===== config.mk =====
export PLATFORM = sky130hd
export DESIGN_NAME = rr_multi_selector
export DESIGN_NICKNAME = d
export VERILOG_FILES = /design/src/rtl/rr_multi_selector.sv
export SDC_FILE = /design/constraint.sdc
export NUM_CORES = 1
export LEC_CHECK = 0
export ABC_CLOCK_PERIOD_IN_PS = 11100
export BUFFER_PORTS_ARGS = -buffer_cell sky130_fd_sc_hd__buf_2
export CAP_MARGIN = 20
export CORE_ASPECT_RATIO = 1.2
export CORE_MARGIN = 10
export CORE_UTILIZATION = 50
export CTS_CLUSTER_SIZE = 14
export DETAILED_ROUTE_END_ITERATION = 16
export HOLD_SLACK_MARGIN = 0.15
export PLACE_DENSITY = 0.74
export RECOVER_POWER = 50
export SLEW_MARGIN = 20
export SYNTH_ARGS = -nofsm -noshare
export SYNTH_HDL_FRONTEND = slang
export SYNTH_SLANG_ARGS = --single-unit

===== constraint.sdc =====
create_clock -name clock -period 11.1 [get_ports clock]
set_input_delay 2.22 -clock clock [delete_from_list [all_inputs] [get_ports clock]]
set_output_delay 2.22 -clock clock [all_outputs]
set_load 0.03 [all_outputs]

===== src/rtl/rr_multi_selector.sv =====
// rr_multi_selector: rotating-priority selector granting up to W of N
// requesters per cycle, searching circularly from a registered pointer.
// Optional feature macro: RR_SEL_AGE_BOOST_EN (per-requester wait counters;
// a requester that has waited AGE_MAX enabled cycles is forced into slot 0).
module rr_multi_selector #(
  parameter int N       = 8,
  parameter int W       = 2,
  parameter int AGE_MAX = 15,
  localparam int IDX_W  = $clog2(N)
) (
  input  logic               clock,
  input  logic               reset_n,
  input  logic               en,
  input  logic [N-1:0]       req,
  output logic [W*N-1:0]     gnt_bus,
  output logic [W*IDX_W-1:0] gnt_idx,
  output logic [W-1:0]       gnt_valid,
  output logic [N-1:0]       gnt_any,
  output logic [IDX_W-1:0]   ptr_out
);

  logic [IDX_W-1:0]   ptr_q, ptr_d;
  logic [W*N-1:0]     busRaw;
  logic [W*IDX_W-1:0] idxRaw;
  logic [W-1:0]       validRaw;
  logic [N-1:0]       anyRaw;
  logic [IDX_W:0]     candSum;
  logic [IDX_W-1:0]   candIdx;
  logic               skipCand;
  int                 slotCnt;

`ifdef RR_SEL_AGE_BOOST_EN
  localparam int AGE_W = $clog2(AGE_MAX + 1);

  logic [AGE_W-1:0] age_q [N];
  logic             boostHit;
  logic [IDX_W-1:0] boostIdx;

  // Find the lowest-index requester whose wait counter has saturated
  always_comb begin
    boostHit = 1'b0;
    boostIdx = '0;
    for (int i = N - 1; i >= 0; i--) begin
      if (req[i] && (age_q[i] == AGE_W'(AGE_MAX))) begin
        boostHit = 1'b1;
        boostIdx = IDX_W'(i);
      end
    end
  end

  // Wait counters: count while starved, clear on grant or idle, hold on stall
  always_ff @(posedge clock or negedge reset_n) begin
    if (!reset_n) begin
      for (int i = 0; i < N; i++) age_q[i] <= '0;
    end else if (en) begin
      for (int i = 0; i < N; i++) begin
        if (!req[i] || anyRaw[i]) age_q[i] <= '0;
        else if (age_q[i] != AGE_W'(AGE_MAX)) age_q[i] <= age_q[i] + 1'b1;
      end
    end
  end
`endif

  // Circular search from the pointer filling slots in priority order;
  // the pointer moves just past the last rotation-filled grant
  always_comb begin
    busRaw   = '0;
    idxRaw   = '0;
    validRaw = '0;
    ptr_d    = ptr_q;
    slotCnt  = 0;
    candSum  = '0;
    candIdx  = '0;
    skipCand = 1'b0;
    if (en) begin
`ifdef RR_SEL_AGE_BOOST_EN
      if (boostHit) begin
        busRaw[0 +: N]     = N'(1) << boostIdx;
        idxRaw[0 +: IDX_W] = boostIdx;
        validRaw[0]        = 1'b1;
        slotCnt            = 1;
      end
`endif
      for (int off = 0; off < N; off++) begin
        candSum = {1'b0, ptr_q} + (IDX_W+1)'(off);
        if (candSum >= (IDX_W+1)'(N)) candSum = candSum - (IDX_W+1)'(N);
        candIdx = candSum[IDX_W-1:0];
`ifdef RR_SEL_AGE_BOOST_EN
        skipCand = boostHit && (candIdx == boostIdx);
`else
        skipCand = 1'b0;
`endif
        if (req[candIdx] && !skipCand && (slotCnt < W)) begin
          for (int s = 0; s < W; s++) begin
            if (s == slotCnt) begin
              busRaw[s*N +: N]         = N'(1) << candIdx;
              idxRaw[s*IDX_W +: IDX_W] = candIdx;
              validRaw[s]              = 1'b1;
            end
          end
          slotCnt = slotCnt + 1;
          ptr_d   = (candIdx == IDX_W'(N - 1)) ? '0 : candIdx + 1'b1;
        end
      end
    end
  end

  // Merge all slots into a per-requester grant vector
  always_comb begin
    anyRaw = '0;
    for (int s = 0; s < W; s++) anyRaw = anyRaw | busRaw[s*N +: N];
  end

  // Round-robin pointer register
  always_ff @(posedge clock or negedge reset_n) begin
    if (!reset_n) ptr_q <= '0;
    else          ptr_q <= ptr_d;
  end

  assign gnt_bus   = reset_n ? busRaw   : '0;
  assign gnt_idx   = reset_n ? idxRaw   : '0;
  assign gnt_valid = reset_n ? validRaw : '0;
  assign gnt_any   = reset_n ? anyRaw   : '0;
  assign ptr_out   = ptr_q;

  assert property (@(posedge clock) disable iff (!reset_n) (gnt_any & ~req) == '0);
  assert property (@(posedge clock) disable iff (!reset_n) int'(ptr_q) < N);
  assert property (@(posedge clock) disable iff (!reset_n)
                   ((gnt_valid >> 1) & ~gnt_valid) == '0);
  assert property (@(posedge clock) disable iff (!reset_n)
                   en |-> ($countones(gnt_any) == $countones(gnt_valid)) &&
                          ($countones(gnt_valid) ==
                           (($countones(req) < W) ? $countones(req) : W)));

  for (genvar gs = 0; gs < W; gs++) begin : gSlotCheck
    assert property (@(posedge clock) disable iff (!reset_n)
                     $onehot0(gnt_bus[gs*N +: N]));
  end

endmodule

---- Yosys cells after proc, flatten, opt, wreduce, memory -nomap -nowiden ----
Cells that the tools add are included.
operators by class
  $add $sub $neg .......................... 29
  magnitude comparators ................... 23
  equality and inequality tests ........... 15
  shift operators ......................... 8
  multiplexer cells ....................... 144
  bitwise logic cells ..................... 1
  reductions and logical operators ........ 16
operators by type and width
  kind                   number
  $mux 32                13
  $eq 2x32->1 const A    7
  $logic_not 32->1       7
  $lt 32x3->1 const B    7
  $add 32x2->32 const B  6
  $mux 16                12
  $mux 3                 47
  $mux 8                 16
  $mux 6                 12
  $shl 1x3->8 const A    8
  $lt 3x4->1 const B     8
  $ge 4x4->1 const B     7
  $add 3x1->3 const B    8
  $bmux 1 s3             8
  $eq 3x3->1 const B     8
  $mux 1                 24
  $mux 2                 12
  $sub 3x1->3 const B    8
  $add 3x3->4 const B    4
  $add 3x2->4 const B    2
  $or 8x8->8             1
  $reduce_bool 8->1      1
  $logic_and 1x1->1      7
  $add 3x1->4 const B    1
  2 further kinds        2
word-level totals
  register bits ........................... 3
  input bits .............................. 11
  output and inout port bits .............. 35
  word-level logic and storage cells ...... 237

---- Logic depth before layout (Yosys ltp) ----
  depth after elaboration ................. 37
  mapped depth ............................ 35
  mapped depth without buffers ............ 28

---- Worst setup path after synthesis ----
OpenSTA, ideal clock, no wires.
  path type ............................... input port to output port
  from .................................... input req[6]
  to ...................................... output gnt_idx[5]
  arrival ................................. 8.253 ns
  data required time ...................... 8.880 ns
  setup slack ............................. 0.627 ns
  cell stages on the path ................. 25
  buffers on the path ..................... 2
  cell sequence ........................... mux4_2 mux2i_1 clkinv_1 ha_1 a211oi_1 nand3_1 nand2_1 inv_1 ha_1 inv_1 a32oi_2 and2_1 ha_1 a211o_1 and4_1 buf_2 nand2_1 xor2_1 ha_1 a21oi_1 nor4_4 and2_4 buf_2 a211oi_1 a211oi_1
between the ends
  longest elaborated chain between the ends .. 33
  elaborated cells between the ends (all ways) .. 76
  classes of those cells .................. 6 x add/sub; 7 x order compare; 7 x eq/ne; 49 x mux; 7 x reduce/logical
RTL lines
  item                                         line    text
  start: declaration                           14      input logic [N-1:0] req,
  $bmux 1 s3                                   93      if (req[candIdx] && !skipCand && (slotCnt < W)) begin
  $mux 1 (not written as such)                 93
  $mux 1                                       93
  $mux 32                                      75      if (en) begin
  $lt 32x3->1                                  93
  $logic_and 1x1->1                            93
  $mux 32                                      93
  $mux 32                                      75
  [17 not listed]                              --
  $logic_and 1x1->1                            93
  $mux 32                                      93
  $mux 32                                      75
  $lt 32x3->1 or $eq 2x32->1 (tied branches)   93, 95
  $logic_and 1x1->1 or $mux 3 (tied branches)  93, 95
  $mux 6 *                                     93
  $mux 6 *                                     75
  $mux 6 *                                     121     assign gnt_idx = reset_n ? idxRaw : '0;
  end: declaration                             16      output logic [W*IDX_W-1:0] gnt_idx,
Mark *: on every way between the ends. The rest lies on a longest branch, timed or not. The select of a mux whose other input is x is not followed.

---- Worst setup path after layout ----
  from .................................... input req[6]
  to ...................................... output gnt_any[2]
between the ends
  longest elaborated chain between the ends .. 34
  elaborated cells between the ends (all ways) .. 92
  classes of those cells .................. 6 x add/sub; 7 x order compare; 7 x eq/ne; 57 x mux; 1 x bitwise; 14 x reduce/logical
RTL lines
  item                                         line    text
  $bmux 1 s3                                   93
  $mux 1 (not written as such)                 93
  $mux 1                                       93
  $mux 32                                      75
  $lt 32x3->1                                  93
  $logic_and 1x1->1                            93
  $mux 32                                      93
  $mux 32                                      75
  [18 not listed]                              --
  $mux 32                                      93
  $mux 32                                      75
  $lt 32x3->1 (tied with other cells)          93
  $logic_and 1x1->1 or $mux 8 (tied branches)  93, 95
  $mux 16 *                                    93
  $mux 16 *                                    75
  $or 8x8->8 *                                 111     for (int s = 0; s < W; s++) anyRaw = anyRaw | busRaw[s*N +: N];
  $mux 8 *                                     123     assign gnt_any = reset_n ? anyRaw : '0;
  end: declaration                             18      output logic [N-1:0] gnt_any,
Marked as above.

==> qor.txt <==
Wire per inst: 22.0 um
Worst R2R Setup Slack: 3.11 ns
First-pass GRT wire length: 24200 um
Worst-path fanout max: 12
Critical path data required time: 8.88 ns
Vias in the first global route: 4582
Cells after synthesis: 579
Synth Area per Inst: 7.00 um2
Slowest CP cell: mux4_2
Normalized max-slew margin: 5.94%
Worst slew pin tran: 1.41 ns
Largest net degree at the start of global routing: 35
Post-synth EDFFs: 0
Startpoint Class: input pin
First-pass DRT Iterations: 5
Core outline area: 7790 um2
# Max-Cap Violations: 0
Vias per inst: 7.07
Worst R2R Path Depth: 25
Syn_nets: 630
CTS Buf Count: 3
CP Buf/Inv Count: 8
Critical R2R Capture: ptr_out[1]
Antenna cells: 0
Crit end category: primary output
CTS max path bufs: 2
# DRC: 0
Routed vias: 4881
Seq/Total Area, Yosys: 1.85%
CTS sink cnt: 3
Top Family by Delay on Critical Path: simple AND/OR/NAND/NOR gates
Largest register FFs: 3
Congestion Overflow GR: 0
Total GRT Usage: 23.6%
P&R area growth vs syn: 7.03%
H-tree depth: 1
Final Hold Vio Count: 0
Hold Path Class: register to register
Critical path data arrival time: 8.46 ns
Worst Setup Path Type: input pin to primary output
Crit path to: gnt_any[2]
Die area: 12100 um2
Fill count: 779
Max incr delay on CP: 0.47 ns
Clk_skew: 0.00393 ns
Post-DP HPWL: 11700 um
Setup slack at placement: 0.184 ns
Status: finished clean
Clock Tree Root: clkbuf_8
Chip width: 102 um
Routability congestion estimate from global placement: 0.969
Worst Hold Slack: 0.847 ns
CP Depth: 28
Netlist Area Pre-Place: 4060 um2
Initial antenna violation count: 0
Ports: 46
Placed insts: 684
Fmax: 93.7 MHz
Crit path time final: 10.68 ns
Fin crit share: 96.2%
Port buffer count: 45
Post-synth cell types: 79
Final setup viols: 0
CTS tree: yes
Synth Register Bits: 3
Non-Filler Instances: 690
Detail Route Antenna Nets: 0
Reg clk slew, reported paths: 0.03 ns
Final worst slack: 0.425 ns
Final Routed Wirelength: 15200 um
Vert. Die Dim: 119 um
RR Startpoint: ptr_out[2]
Post-synth ARST share: 100%
YS warnings: 0
1st-iter DRT viols: 665
Clk Latency, worst-skew pair: 0.22 ns
Main synth FF type: dfrtp_1
Final net count: 650
Crit path launch: req[6]
Cell Rows: 35
Initial core utilization: 52.0%
Count of final max-slew check failures: 0
CP most frequent cell: inv_1
Share of layout cells above drive strength 1: 17.7%
==> cell families after synthesis <==
family / Yosys count / share of synthesized area [%]
AOI/OAI and AO/OA: 212 / 35.8
xor gates and xnor gates: 8 / 2.19
adders and majority gates: 40 / 12.3
buffers and inverters: 73 / 7.65
DFF: 3 / 1.85
muxes: 40 / 14.3
and+or+nand+nor: 203 / 25.9
==> per-stage QoR <==
step                      instance area (um2)  util, %  setup TNS, ns
after detailed placement                 4280     55.0              0
after global placement                   4280     55.0              0
after floorplan                          4060        -              0
after CTS                                4330     55.5              0
after global routing                     4340     55.7       -0.00114
final                                    4340     55.7              0
==> worst min path at each step <==
stage / slack, ns / from / to / cells past startpoint
2_1_floorplan: 1.16 / ptr_out[2] / ptr_out[2] / 4
3_3_place_gp: 0.79 / ptr_out[2] / ptr_out[2] / 3
3_5_place_dp: 0.79 / ptr_out[2] / ptr_out[2] / 3
4_1_cts: 0.78 / ptr_out[2] / ptr_out[2] / 3
5_1_grt: 0.87 / ptr_out[0] / ptr_out[0] / 2
6_report: 0.85 / ptr_out[0] / ptr_out[0] / 2
==> per-layer routing <==
metal | GRT usage [%] | wire length (um)
met5 | 0 | 0
met4 | 10.2 | 540
met3 | 3.21 | 1360
met2 | 37.7 | 7080
met1 | 30.4 | 6220
==> cell usage after synthesis, types with 9 or more instances <==
master,number,share of area [%]
mux2i_1,14,3.5
nor3_1,15,1.9
mux2_2,10,2.8
ha_1,40,12
a21oi_1,36,4.4
o21ai_0,46,5.7
nor2_1,43,4.0
a31oi_1,24,3.7
nor2b_1,9,1.4
nand3_1,21,2.6
clkbuf_1,30,2.8
a211oi_1,28,5.2
inv_1,26,2.4
mux4_2,12,6.7
and2_1,11,1.7
o211ai_1,13,2.4
nand2_1,59,5.5
==> layout by cell type, fill, tap and decap left out, drive strengths merged, types with 21 or more instances in the layout <==
master and count:
a21oi 37, ha 40, nor2 44, nand2 60, a31oi 24, nand3 21
buf 56, o21ai 47, a211oi 28, inv 26
==> area by class of cell <==
class	instances	area (um2)	share of cell area [%]
clock buffer	4	45.0	1.04
inverter	29	109	2.51
multi-input combinational	503	3670	84.7
sequential	3	75.1	1.73
tap	92	115	2.65
timing repair buffer	59	322	7.41
==> worst min-delay path: cells and delay by family (launching register included) <==
kind,cells,cell delay [ns]
flops,1,0.55
simple gates,1,0.18
compound gates,1,0.06
==> what timing repair did <==
item                       in CTS  in global routing
setup buffers                   0                  2
setup endpoints to repair       0                 32
hold buffers                    0                  0
resized for setup               0                  3
Power is not shown: default switching activity piles up to over one toggle a cycle in this logic, so the estimate is an artifact.
